File: config.mk
export PLATFORM = sky130hd
export DESIGN_NAME = alu_issue_stage
export DESIGN_NICKNAME = d
export VERILOG_FILES = /design/src/rtl/alu_issue_stage.sv
export SDC_FILE = /design/constraint.sdc
export NUM_CORES = 1
export LEC_CHECK = 0
export BUFFER_PORTS_ARGS = -buffer_cell sky130_fd_sc_hd__buf_4
export CAP_MARGIN = 0
export CORE_MARGIN = 2
export CORE_UTILIZATION = 40
export CTS_BUF_LIST = sky130_fd_sc_hd__clkbuf_8
export CTS_CLUSTER_SIZE = 20
export DETAILED_ROUTE_END_ITERATION = 8
export PLACE_DENSITY_LB_ADDON = 0.25
export SLEW_MARGIN = 30
export SYNTH_ARGS = -nofsm -noshare
export SYNTH_HDL_FRONTEND = slang
export SYNTH_SLANG_ARGS = --single-unit
File: constraint.sdc
create_clock -name clk -period 4.4 [get_ports clk]
set_input_delay 0.22 -clock clk [delete_from_list [all_inputs] [get_ports clk]]
set_output_delay 0.22 -clock clk [all_outputs]
set_load 0.03 [all_outputs]
File: src/rtl/alu_issue_stage.sv
// Two-stage execute front-end. S1 decodes an accepted op and registers the
// operands and control code that drive the external combinational ALU. S2
// captures the ALU result and flags, resolves branches, and holds the
// writeback/branch packet until the downstream side takes it.
module alu_issue_stage #(
  parameter int XLEN = 32
) (
  input  logic            clk,
  input  logic            rst_n,
  input  logic            flush,
  input  logic            in_valid,
  output logic            in_ready,
  input  logic [6:0]      in_opcode,
  input  logic [2:0]      in_funct3,
  input  logic            in_funct7b5,
  input  logic [XLEN-1:0] in_rs1,
  input  logic [XLEN-1:0] in_rs2,
  input  logic [XLEN-1:0] in_imm,
  input  logic [XLEN-1:0] in_pc,
  input  logic [4:0]      in_rd,
  output logic [XLEN-1:0] alu_a,
  output logic [XLEN-1:0] alu_b,
  output logic [3:0]      alu_control,
  input  logic [XLEN-1:0] alu_result,
  input  logic            alu_zero,
  input  logic            alu_carry,
  input  logic            alu_referee,
  output logic            out_valid,
  input  logic            out_ready,
  output logic [XLEN-1:0] out_result,
  output logic [4:0]      out_rd,
  output logic            out_we,
  output logic            out_branch,
  output logic            out_taken,
  output logic [XLEN-1:0] out_target,
  output logic            out_illegal
);

  localparam logic [6:0] OPC_OP     = 7'b0110011;
  localparam logic [6:0] OPC_OPIMM  = 7'b0010011;
  localparam logic [6:0] OPC_LUI    = 7'b0110111;
  localparam logic [6:0] OPC_AUIPC  = 7'b0010111;
  localparam logic [6:0] OPC_BRANCH = 7'b1100011;

  localparam logic [3:0] ALU_ADD   = 4'b0000;
  localparam logic [3:0] ALU_SUB   = 4'b0001;
  localparam logic [3:0] ALU_AND   = 4'b0010;
  localparam logic [3:0] ALU_OR    = 4'b0011;
  localparam logic [3:0] ALU_XOR   = 4'b0100;
  localparam logic [3:0] ALU_SLT   = 4'b0101;
  localparam logic [3:0] ALU_SLTU  = 4'b0110;
  localparam logic [3:0] ALU_AUIPC = 4'b1000;
  localparam logic [3:0] ALU_LUI   = 4'b1001;
  localparam logic [3:0] ALU_SLL   = 4'b1010;
  localparam logic [3:0] ALU_SRL   = 4'b1011;
  localparam logic [3:0] ALU_SRA   = 4'b1100;

  // Branch condition from the flags of rs1 - rs2; carry means "no borrow".
  function automatic logic branch_taken(input logic [2:0] f3, input logic zero,
                                        input logic carry, input logic referee);
    logic t;
    case (f3)
      3'b000:  t = zero;
      3'b001:  t = !zero;
      3'b100:  t = referee;
      3'b101:  t = !referee;
      3'b110:  t = !carry;
      3'b111:  t = carry;
      default: t = 1'b0;
    endcase
    return t;
  endfunction

  // Shared funct3 -> control mapping for OP and OP-IMM.
  function automatic logic [3:0] arith_ctrl(input logic [2:0] f3, input logic alt);
    logic [3:0] c;
    case (f3)
      3'b000:  c = alt ? ALU_SUB : ALU_ADD;
      3'b001:  c = ALU_SLL;
      3'b010:  c = ALU_SLT;
      3'b011:  c = ALU_SLTU;
      3'b100:  c = ALU_XOR;
      3'b101:  c = alt ? ALU_SRA : ALU_SRL;
      3'b110:  c = ALU_OR;
      3'b111:  c = ALU_AND;
      default: c = ALU_ADD;
    endcase
    return c;
  endfunction

  logic            s1_valid_r;
  logic [4:0]      s1_rd_r;
  logic            s1_we_r;
  logic            s1_branch_r;
  logic            s1_illegal_r;
  logic [2:0]      s1_funct3_r;
  logic [XLEN-1:0] s1_target_r;

  logic [XLEN-1:0] dec_a_s;
  logic [XLEN-1:0] dec_b_s;
  logic [3:0]      dec_ctrl_s;
  logic            dec_branch_s;
  logic            dec_illegal_s;
  logic            dec_we_s;
  logic [XLEN-1:0] dec_target_s;
  logic            s2_load_s;
  logic            accept_s;

  assign s2_load_s    = s1_valid_r && (!out_valid || out_ready);
  assign in_ready     = !flush && (!s1_valid_r || s2_load_s);
  assign accept_s     = in_valid && in_ready;
  assign dec_target_s = in_pc + in_imm;

  // Decode the offered op into ALU operands, control code and packet flags.
  always_comb begin
    dec_a_s       = in_rs1;
    dec_b_s       = in_rs2;
    dec_ctrl_s    = ALU_ADD;
    dec_branch_s  = 1'b0;
    dec_illegal_s = 1'b0;
    case (in_opcode)
      OPC_OP: begin
        dec_ctrl_s = arith_ctrl(in_funct3, in_funct7b5);
      end
      OPC_OPIMM: begin
        dec_b_s = in_imm;
        // ADDI has no subtract form, so bit 30 is ignored there.
        if (in_funct3 == 3'b000) begin
          dec_ctrl_s = ALU_ADD;
        end else begin
          dec_ctrl_s = arith_ctrl(in_funct3, in_funct7b5);
        end
        if (in_funct3 == 3'b001 && in_funct7b5) begin
          dec_illegal_s = 1'b1;
        end else begin
          dec_illegal_s = 1'b0;
        end
      end
      OPC_LUI: begin
        dec_a_s    = {XLEN{1'b0}};
        dec_b_s    = in_imm;
        dec_ctrl_s = ALU_LUI;
      end
      OPC_AUIPC: begin
        dec_a_s    = in_pc;
        dec_b_s    = in_imm;
        dec_ctrl_s = ALU_AUIPC;
      end
      OPC_BRANCH: begin
        dec_ctrl_s = ALU_SUB;
        if (in_funct3 == 3'b010 || in_funct3 == 3'b011) begin
          dec_illegal_s = 1'b1;
        end else begin
          dec_branch_s = 1'b1;
        end
      end
      default: begin
        dec_illegal_s = 1'b1;
      end
    endcase
  end

  assign dec_we_s = !dec_illegal_s && !dec_branch_s && (in_rd != 5'd0);

  // S1: capture an accepted op, drain on handoff to S2, empty on flush.
  always_ff @(posedge clk or negedge rst_n) begin
    if (!rst_n) begin
      s1_valid_r   <= 1'b0;
      alu_a        <= {XLEN{1'b0}};
      alu_b        <= {XLEN{1'b0}};
      alu_control  <= 4'd0;
      s1_rd_r      <= 5'd0;
      s1_we_r      <= 1'b0;
      s1_branch_r  <= 1'b0;
      s1_illegal_r <= 1'b0;
      s1_funct3_r  <= 3'd0;
      s1_target_r  <= {XLEN{1'b0}};
    end else if (flush) begin
      s1_valid_r <= 1'b0;
    end else if (accept_s) begin
      s1_valid_r   <= 1'b1;
      alu_a        <= dec_a_s;
      alu_b        <= dec_b_s;
      alu_control  <= dec_ctrl_s;
      s1_rd_r      <= in_rd;
      s1_we_r      <= dec_we_s;
      s1_branch_r  <= dec_branch_s;
      s1_illegal_r <= dec_illegal_s;
      s1_funct3_r  <= in_funct3;
      s1_target_r  <= dec_target_s;
    end else if (s2_load_s) begin
      s1_valid_r <= 1'b0;
    end
  end

  // S2: capture ALU result and resolve the branch; hold under backpressure.
  always_ff @(posedge clk or negedge rst_n) begin
    if (!rst_n) begin
      out_valid   <= 1'b0;
      out_result  <= {XLEN{1'b0}};
      out_rd      <= 5'd0;
      out_we      <= 1'b0;
      out_branch  <= 1'b0;
      out_taken   <= 1'b0;
      out_target  <= {XLEN{1'b0}};
      out_illegal <= 1'b0;
    end else if (flush) begin
      out_valid <= 1'b0;
    end else if (s2_load_s) begin
      out_valid   <= 1'b1;
      out_result  <= s1_illegal_r ? {XLEN{1'b0}} : alu_result;
      out_rd      <= s1_rd_r;
      out_we      <= s1_we_r;
      out_branch  <= s1_branch_r;
      out_taken   <= s1_branch_r &&
                     branch_taken(s1_funct3_r, alu_zero, alu_carry, alu_referee);
      out_target  <= s1_target_r;
      out_illegal <= s1_illegal_r;
    end else if (out_ready) begin
      out_valid <= 1'b0;
    end
  end

endmodule

==> out/metrics.cfg <==
[clocking]
numCtsBuffers=17
cts_tree=done
clock_latency_ps=460
clk_path_buf_depth=2
cts_sinks=186
cts_resized=0
cts_root_buf=clkbuf_8
cts_setup_buffers=0
clk_pin_slew_worst_paths_ps=110
h-tree-depth=4

[grt]
grt_overflow=0
grt_pass1_wl_um=45500
grt_pass1_vias=8622
grt_antenna_before_repair=0
grt_max_degree=144
grtUsageTotal=0.234

[critical_path]
path_class=register to register
cp_max_fo=143
critPathArrivalTime_ps=2760
r2r_slack_ps=1990
path_cells=nor2b_1 -> a21oi_2 -> nand2_4 -> buf_12 -> nor3_1 -> a22o_1
critPathMaxStageDelay_ps=520
path_delay_family=simple AND/OR/NAND/NOR gates
cpMaxStageDelayCell=nand2_4
start_kind=register
end_kind=register
worstPathRequired_ps=4740
crit_buf_inv=1

[yosys]
yosys_warnings=0
syn_inst=1078
syn-mean-instance-area_um2=8.82
synth_xor_area_frac=0.0258
synth_top_family_by_area=simple AND/OR/NAND/NOR gates
synth_area_leaders=dfrtp_1, nand2_1, o21ai_0
synth_async_sr_flop_share=1.00
seq_area_frac_synth=0.489
synth_nets=1294
syn_area_um2=9510
yosys.area_share.adder=0.0429
ys_ff_latch=186
synth_mux_area_frac=0.0370
yosys.area_share.simple=0.238
synth_flop_cell=dfrtp_1
synth_largest_area_cell=dfrtp_1
synth.distinct_cells=56
synth_top_area_frac=0.489
synth_compound_area_frac=0.139
synth_edf_count=0

[hold_path]
hp-class=input port to register

[power_and_ir_drop]
power_leakage_uw=0.00642
ir_drop_mv=0.159
powerDensity_nw_per_um2=382

[die]
die_w_um=158
core_um2=23400
core.rowCount=56
fp.dieH_um=158
die-area_um2=25000
initial_core_util=0.406
ios=327

[placed_design]
dp_cells=1669
numPortBuffers=326
place.gp.congestion=0.937
dp_hpwl_um=21100

[job]
maxCapViolations=0

[routing]
wl_per_cell_um=16.9
ant_nets=0
drt_iter0_markers=433
drc=0
via_per_inst=5.08
vias=8826
dr.pass1.iters=4
routed_wl_um=29400

[sta]
period_share=0.549
setup-tns-final_ps=0
hold_viol_final=0
finalSetupViolCount=0
period_minus_slack_ps=2410
finalMaxSlewViolations=0
max_freq_mhz=414
clock_skew_ps=15.5
relSlewSlack=0.363
worst_pin_slew_ps=956
rsz0062_at_grt=no

[status]
status=finished, final reports clean

[final_layout]
area_growth_pct=36.4
finalNonFillerCells=1738
nNetsFinal=1623
antenna_cells=0
layout-drive-gt1-share=0.266

worst reg2reg max path: stages (launching register included):
cell and delay [ps]:
dfrtp_1 370, nor2b_1 400, a21oi_2 160, nand2_4 520
buf_12 510, nor3_1 130, a22o_1 220
cell usage in the layout, fill, tap and decap left out, types with 4 or more instances in the layout:
cell type / n
mux2i_1: 34
nor2_1: 32
a31oi_1: 13
ha_1: 31
nand3_1: 8
dlygate4sd3_1: 38
xnor2_1: 11
nand3b_1: 33
clkbuf_8: 18
a211oi_1: 5
or4_1: 4
a21o_1: 11
nand2_1: 344
xor2_1: 17
nor3_1: 9
nor2b_1: 7
and2_1: 4
a21oi_1: 61
o211ai_1: 4
o21a_1: 5
o21ai_1: 10
inv_1: 7
dfrtp_1: 186
nor3b_1: 33
inv_6: 4
buf_4: 332
or3_1: 4
o21ai_0: 95
layer usage:
| layer | GRT usage | routed length, µm | vias up |
|---|---|---|---|
| met5 | 0 | 0 | - |
| met4 | 0.0699 | 565 | 0 |
| li1 | - | - | 4347 |
| met2 | 0.397 | 14000 | 290 |
| met3 | 0.0542 | 2040 | 33 |
| met1 | 0.300 | 12700 | 4156 |
area by class of cell:
type | instances | area [µm²]
Multi-Input combinational cell | 823 | 4610
Clock inverter | 13 | 135
Timing Repair Buffer | 372 | 2910
Sequential cell | 186 | 4650
Inverter | 7 | 26.3
Fill cell | 2194 | 10400
Clock buffer | 18 | 248
Tap cell | 319 | 399
synth_stat cells (6+ instances only):
cell and instances:
nand2_1 346, dfrtp_1 186, o21ai_0 95, a21oi_1 61
clkbuf_1 46, mux2i_1 34, nor3b_1 34, nand3b_1 33
nor2_1 32, ha_1 31, xor2_1 17, a31oi_1 13
a21o_1 11, xnor2_1 11, buf_2 10, nor3_1 10
o21ai_1 10, nand3_1 8, inv_1 7, nor2b_1 7
buf_1 6
cell families after synthesis:
family | count (synthesis)
compound gates | 229
xor+xnor | 28
fa+ha+maj | 32
buf+inv | 69
flops | 186
mux | 35
simple gates | 499
path summary, 6_finish.rpt:
check                                           start                     endpoint  cells after the start
min                                        in_rs2[22]        alu_b[22]$_DFFE_PN0P_                      3
max reg2reg                     out_valid$_DFFE_PN0P_          s1_we_r$_DFFE_PN0P_                      6
min reg2reg                s1_target_r[1]$_DFFE_PN0P_    out_target[1]$_DFFE_PN0P_                      2
max in group asynchronous                       rst_n  s1_target_r[14]$_DFFE_PN0P_                      3
max                             out_valid$_DFFE_PN0P_          s1_we_r$_DFFE_PN0P_                      6
min in group asynchronous                       rst_n    out_result[7]$_DFFE_PN0P_                      2
power breakdown:
group | switching [µW] | internal [µW] | total (µW)
logic | 1000 | 644 | 1650
clock network | 660 | 479 | 1140
registers | 179 | 2000 | 2170
total | 1840 | 3120 | 4960
registers in the layout, summed over array words and instances, names as in the netlist:
register / cells
alu_a: 32
alu_b: 32
alu_control: 4
out_branch: 1
out_illegal: 1
out_rd: 5
out_result: 32
out_taken: 1
out_target: 32
out_valid: 1
out_we: 1
s1_branch_r: 1
s1_funct3_r: 3
s1_illegal_r: 1
s1_rd_r: 5
s1_target_r: 32
s1_valid_r: 1
s1_we_r: 1
metrics by stage:
step	setup WS [ps]	power, µW	area [µm²]	hold WS [ps]	util
2_1_floorplan	2020	3110	9510	-75.6	-
3_3_place_gp	1640	3810	12200	422	0.522
6_report	1990	4960	13000	30.0	0.555
5_1_grt	1740	5250	13000	20.1	0.555
3_5_place_dp	1670	3830	12200	423	0.522
4_1_cts	1920	5010	13000	5.70	0.554
repair_timing:
| item | CTS | global route |
|---|---|---|
| hold endpoints to repair | 148 | 0 |
| hold buffers | 38 | 0 |
| setup endpoints to repair | 0 | 0 |
(Power assumes the default switching activity.)
